`config.mk`:
```
export PLATFORM = sky130hd
export DESIGN_NAME = fx_match_pipe
export DESIGN_NICKNAME = d
export VERILOG_FILES = /design/src/rtl/fx_match_pipe.sv
export SDC_FILE = /design/constraint.sdc
export NUM_CORES = 1
export LEC_CHECK = 0
export BUFFER_PORTS_ARGS = -buffer_cell sky130_fd_sc_hd__buf_2
export CORE_MARGIN = 8
export CORE_UTILIZATION = 53
export CTS_CLUSTER_DIAMETER = 200
export DETAILED_ROUTE_END_ITERATION = 10
export GPL_ROUTABILITY_DRIVEN = 0
export PLACE_DENSITY_LB_ADDON = 0.05
export RECOVER_POWER = 50
export SLEW_MARGIN = 20
export SYNTH_ARGS = -nofsm -noshare
export SYNTH_HDL_FRONTEND = slang
export SYNTH_SLANG_ARGS = --single-unit
```
`constraint.sdc`:
```
create_clock -name clk -period 1.6 [get_ports clk]
set_clock_uncertainty 0.05 [all_clocks]
set_input_delay 0.32 -clock clk [delete_from_list [all_inputs] [get_ports clk]]
set_output_delay 0.32 -clock clk [all_outputs]
set_load 0.01 [all_outputs]
```
`src/rtl/fx_match_pipe.sv`:
```
`default_nettype none
// ============================================================================
//  Module      : fx_match_pipe
//  Description : Pipelined signed fixed-point format converter. Converts a
//                two's-complement word from (IW, IF) to (OW, OF) with a
//                selectable rounding mode and wrap/saturate overflow handling.
//                The result appears LATENCY cycles later, with per-sample and
//                sticky overflow flags.
//  Revision    : 1.0 - initial release
// ============================================================================
module fx_match_pipe #(
    parameter int IW       = 13,
    parameter int IF       = 8,
    parameter int OW       = 14,
    parameter int OF       = 8,
    parameter int RND_MODE = 0,
    parameter int SAT_MODE = 0,
    parameter int LATENCY  = 3
) (
    input  logic          clk,
    input  logic          rst,
    input  logic          i_valid,
    input  logic [IW-1:0] i_data,
    input  logic          clr_sticky,
    output logic          o_valid,
    output logic [OW-1:0] o_data,
    output logic          o_ovf,
    output logic          ovf_sticky
);

    // ------------------------------------------------------------------------
    // Elaboration-time parameter checks
    // ------------------------------------------------------------------------
    if (LATENCY < 1 || LATENCY > 16) begin : g_chk_latency
        $error("fx_match_pipe: LATENCY must be in 1..16");
    end
    if (RND_MODE < 0 || RND_MODE > 2) begin : g_chk_rnd
        $error("fx_match_pipe: RND_MODE must be 0, 1 or 2");
    end
    if (SAT_MODE < 0 || SAT_MODE > 1) begin : g_chk_sat
        $error("fx_match_pipe: SAT_MODE must be 0 or 1");
    end
    if (IW < 2 || OW < 2) begin : g_chk_width
        $error("fx_match_pipe: IW and OW must be at least 2");
    end
    if (IF < 0 || IF > IW || OF < 0 || OF > OW) begin : g_chk_frac
        $error("fx_match_pipe: fractional bits out of range");
    end

    // ------------------------------------------------------------------------
    // Working width: enough for the left-shifted input or the output word,
    // plus guard bits so rounding up the largest input cannot wrap.
    // ------------------------------------------------------------------------
    localparam int c_s   = IF - OF;
    localparam int c_lsh = (c_s < 0) ? -c_s : 0;
    localparam int c_rsh = (c_s > 0) ?  c_s : 0;
    localparam int c_ew  = IW + c_lsh;
    localparam int c_ww  = ((c_ew > OW) ? c_ew : OW) + 2;

    localparam logic signed [c_ww-1:0] c_max =
        $signed({{(c_ww-OW+1){1'b0}}, {(OW-1){1'b1}}});
    localparam logic signed [c_ww-1:0] c_min = ~c_max;

    logic signed [c_ww-1:0] w_ext;
    logic signed [c_ww-1:0] w_q;
    logic                   w_ovf;
    logic [OW-1:0]          w_res;

    // Sign-extend into the working width and align the binary point when
    // fractional bits are gained (zero-filled LSBs, exact).
    assign w_ext = $signed({{(c_ww-IW){i_data[IW-1]}}, i_data}) <<< c_lsh;

    if (c_rsh == 0) begin : g_exact
        assign w_q = w_ext;
    end else begin : g_round
        localparam logic [c_ww-1:0] c_half =
            {{(c_ww-1){1'b0}}, 1'b1} << (c_rsh - 1);
        localparam logic [c_ww-1:0] c_mask = {c_ww{1'b1}} >> (c_ww - c_rsh);
        localparam logic [c_ww-1:0] c_add  = (RND_MODE == 0) ? '0 : c_half;
        localparam logic            c_even = (RND_MODE == 2);

        logic signed [c_ww-1:0] w_sum;
        logic signed [c_ww-1:0] w_sh;
        logic                   w_tie;

        // Bias by half an output LSB (modes 1/2), then floor-shift.
        assign w_sum = w_ext + $signed(c_add);
        assign w_sh  = w_sum >>> c_rsh;
        // An exact tie is a discarded field of one followed by all zeros.
        assign w_tie = ((w_ext & c_mask) == c_half);
        // Convergent mode steers ties to the even neighbour.
        assign w_q   = {w_sh[c_ww-1:1], w_sh[0] & ~(c_even & w_tie)};
    end

    assign w_ovf = (w_q > c_max) || (w_q < c_min);

    // Wrap keeps the low bits; saturate clamps toward the quantised sign.
    always_comb begin
        w_res = w_q[OW-1:0];
        if (w_ovf && SAT_MODE == 1) begin
            w_res = w_q[c_ww-1] ? c_min[OW-1:0] : c_max[OW-1:0];
        end
    end

    // ------------------------------------------------------------------------
    // Pipeline: valid shifts every cycle, data/ovf stages load only behind a
    // valid sample so the outputs hold the last sample between valids.
    // ------------------------------------------------------------------------
    logic [LATENCY-1:0] r_vld;
    logic [LATENCY-1:0] r_ovf;
    logic [OW-1:0]      r_dat [LATENCY];
    logic               r_sticky;

    // Stage 1 holds the converted sample; later stages are pure delay.
    always_ff @(posedge clk or posedge rst) begin
        if (rst) begin
            r_vld <= '0;
            r_ovf <= '0;
            for (int k = 0; k < LATENCY; k++) begin
                r_dat[k] <= '0;
            end
        end else begin
            r_vld[0] <= i_valid;
            if (i_valid) begin
                r_dat[0] <= w_res;
                r_ovf[0] <= w_ovf;
            end
            for (int k = 1; k < LATENCY; k++) begin
                r_vld[k] <= r_vld[k-1];
                if (r_vld[k-1]) begin
                    r_dat[k] <= r_dat[k-1];
                    r_ovf[k] <= r_ovf[k-1];
                end
            end
        end
    end

    // Sticky overflow: a set on the same cycle as a clear takes priority.
    always_ff @(posedge clk or posedge rst) begin
        if (rst) begin
            r_sticky <= 1'b0;
        end else if (r_vld[LATENCY-1] && r_ovf[LATENCY-1]) begin
            r_sticky <= 1'b1;
        end else if (clr_sticky) begin
            r_sticky <= 1'b0;
        end
    end

    assign o_valid    = r_vld[LATENCY-1];
    assign o_data     = r_dat[LATENCY-1];
    assign o_ovf      = r_ovf[LATENCY-1];
    assign ovf_sticky = r_sticky;

endmodule
`default_nettype wire
```
==> results.sh <==
export IMPL_drive_above_1_share_pct=57.14
export IMPL_dr_pass1_iters=3
export IMPL_maxCapViolations=0
export IMPL_num_io_pins=34
export IMPL_dieArea_um2=5431
export IMPL_fillerInstances=292
export IMPL_fin_area_um2=1887
export IMPL_rows=21
export IMPL_place_inst=164
export IMPL_cp_max_fo=7
export IMPL_finalMaxSlewViolations=0
export IMPL_multi_input_area_um2=544.3
export IMPL_fp_dieH_um=73.70
export IMPL_period_needed_ns=1.277
export IMPL_whs_ns=0.1455
export IMPL_hpwlAfterDp_um=1806
export IMPL_clk_insertion_delay_late_ns=0.33
export IMPL_fin_tns_setup_ns=0
export IMPL_portBuffers=30
export IMPL_drc_errors=0
export IMPL_yosysUniqueCellTypes=7
export IMPL_required_ns=1.77
export IMPL_rsz0062_at_grt="no"
export IMPL_p_per_area_nw_per_um2=1137
export IMPL_grt_pass1_vias=913
export IMPL_register_area_um2=1051
export IMPL_drt_iter0_drc=47
export IMPL_setup_slack_ns=0.3235
export IMPL_holdCritPathClass="primary input to flip-flop"
export IMPL_yosys_warnings=0
export IMPL_start_util_pct=54.15
export IMPL_hold_viol=0
export IMPL_hold_end="r_dat[29]$_DFFE_PP0P_"
export IMPL_yosysSeqAreaShare_pct=59.57
export IMPL_worstSetupPathType="flip-flop to flip-flop"
export IMPL_antenna_found_initial=0
export IMPL_syn_to_final_growth_pct=6.950
export IMPL_diodes=0
export IMPL_hp_start="i_data[1]"
export IMPL_min_path_cells=2
export IMPL_cts_buffer_depth=2
export IMPL_worstReg2RegStart="r_vld[0]$_DFF_PP0_"
export IMPL_pre_cts_ws_ns=0.3328
export IMPL_fmax_ghz=0.7834
export IMPL_rrSetupSlack_ns=0.32
export IMPL_layout_nets=143
export IMPL_clk_pin_slew_worst_paths_ns=0.11
export IMPL_via_count=823
export IMPL_htreeDepth=2
export IMPL_syn_area_per_cell_um2=17.30
export IMPL_grtUsageTotal_pct=10.46
export IMPL_clock_sinks=42
export IMPL_utilization_pct=57.91
export IMPL_finalPower_mw=2.145
export IMPL_arrival_ns=1.45
export IMPL_peakVddDrop_mv=0.6079
export IMPL_reg2regPathDepth=2
export IMPL_gr_total_overflow=0
export IMPL_setup_viol=0
export IMPL_routed_via_density=4.785
export IMPL_stdcell_count=172
export IMPL_core_um2=3258
export IMPL_r2r_end="r_dat[26]$_DFFE_PP0P_"
export IMPL_cts_tree="done"
export IMPL_maxSlewHeadroom_pct=35.70
export IMPL_root_buffer="clkbuf_4"
export IMPL_die_w_um=73.70
export IMPL_numCtsBuffers=5
export IMPL_syn_inst=102
export IMPL_fin_crit_sh_pct=79.78
export IMPL_ant_nets=0
export IMPL_wl_um=2553
export IMPL_status="finished, final reports clean"
export IMPL_p_leak_nw=0.9269
export IMPL_netlist_area_um2=1764
export IMPL_wl_per_cell_um=14.84
export IMPL_place_area_um2=1864
export IMPL_tightest_slew_ns=0.9644
export IMPL_ys_seq_elements=42
export IMPL_critPathLaunchType="flip-flop"
export IMPL_grt_pass1_wl_um=4209
export IMPL_end_kind="flip-flop"
export IMPL_grt_max_degree=43
## synthesized netlist by cell type
library cell / count / area [um^2]
conb_1: 1 / 3.750
inv_1: 1 / 3.750
buf_4: 16 / 120.1
mux2_2: 9 / 101.4
mux2_4: 30 / 450.4
buf_6: 3 / 33.78
dfrtp_1: 42 / 1051
## cell type report
| cell class | instances | share of cell area (%) |
|---|---|---|
| repair buffers | 35 | 9.814 |
| flip-flops and latches | 42 | 55.70 |
| multi-input cells | 41 | 28.85 |
| clock buffers | 7 | 2.387 |
| inverters | 1 | 0.1989 |
| well taps | 46 | 3.050 |
## power by group
part | internal, mW | leakage (nW) | switching, mW
clock network | 0.166 | 0.0254 | 0.293
registers | 1.21 | 0.492 | 0.0812
logic | 0.245 | 0.409 | 0.149
total | 1.62 | 0.927 | 0.523
## kinds of logic after synthesis
kind of cell	after synthesis	share of synthesized area [%]
other	1	0.2126
flip-flops	42	59.57
multiplexers	39	31.28
buffers and inverters	20	8.936
## worst max path at each step
stage / depth (start not counted) / start / slack [ns] / to
2_1_floorplan: 1 / rst / 0.26 / o_data[0]$_DFFE_PP0P_
3_3_place_gp: 2 / i_valid / 0.35 / r_dat[40]$_DFFE_PP0P_
3_5_place_dp: 2 / i_valid / 0.33 / r_dat[40]$_DFFE_PP0P_
4_1_cts: 1 / o_data[12]$_DFFE_PP0P_ / 0.32 / o_data[13]
5_1_grt: 2 / r_vld[0]$_DFF_PP0_ / 0.24 / r_dat[26]$_DFFE_PP0P_
6_report: 2 / r_vld[0]$_DFF_PP0_ / 0.32 / r_dat[26]$_DFFE_PP0P_
## timing repair
action,CTS,global route
buffers inserted,0,0
gates resized for setup,0,0
hold endpoints to repair,42,0
hold buffers,1,0
## per-layer routing
metal  vias up  part of all wire (%)  global-route usage (%)  routed length [um]
li1        374                     -                       -                   -
met1       426                    42                   11.68                1063
met2        18                    52                   16.93                1335
met3         5                   4.5                   3.956                 116
met4         0                   1.5                   5.322                  38
met5         -                     0                       0                   0
## critical path, cell delays in order (launching register included)
cell and delay [ns]:
dfrtp_1 0.36, clkbuf_1 0.38, mux2_2 0.38
## registers in the layout, summed over array words and instances, names as in the netlist
| signal | cells |
|---|---|
| o_data | 13 |
| r_dat | 26 |
| r_vld | 3 |
## placed cells by master, fill, tap and decap left out, drive strengths merged
cell type	instances
buf	31
clkbuf	10
clkinv	1
conb	2
dfrtp	42
dlygate4sd3	1
mux2	39
Note: power is estimated with default switching activity, not from simulation.
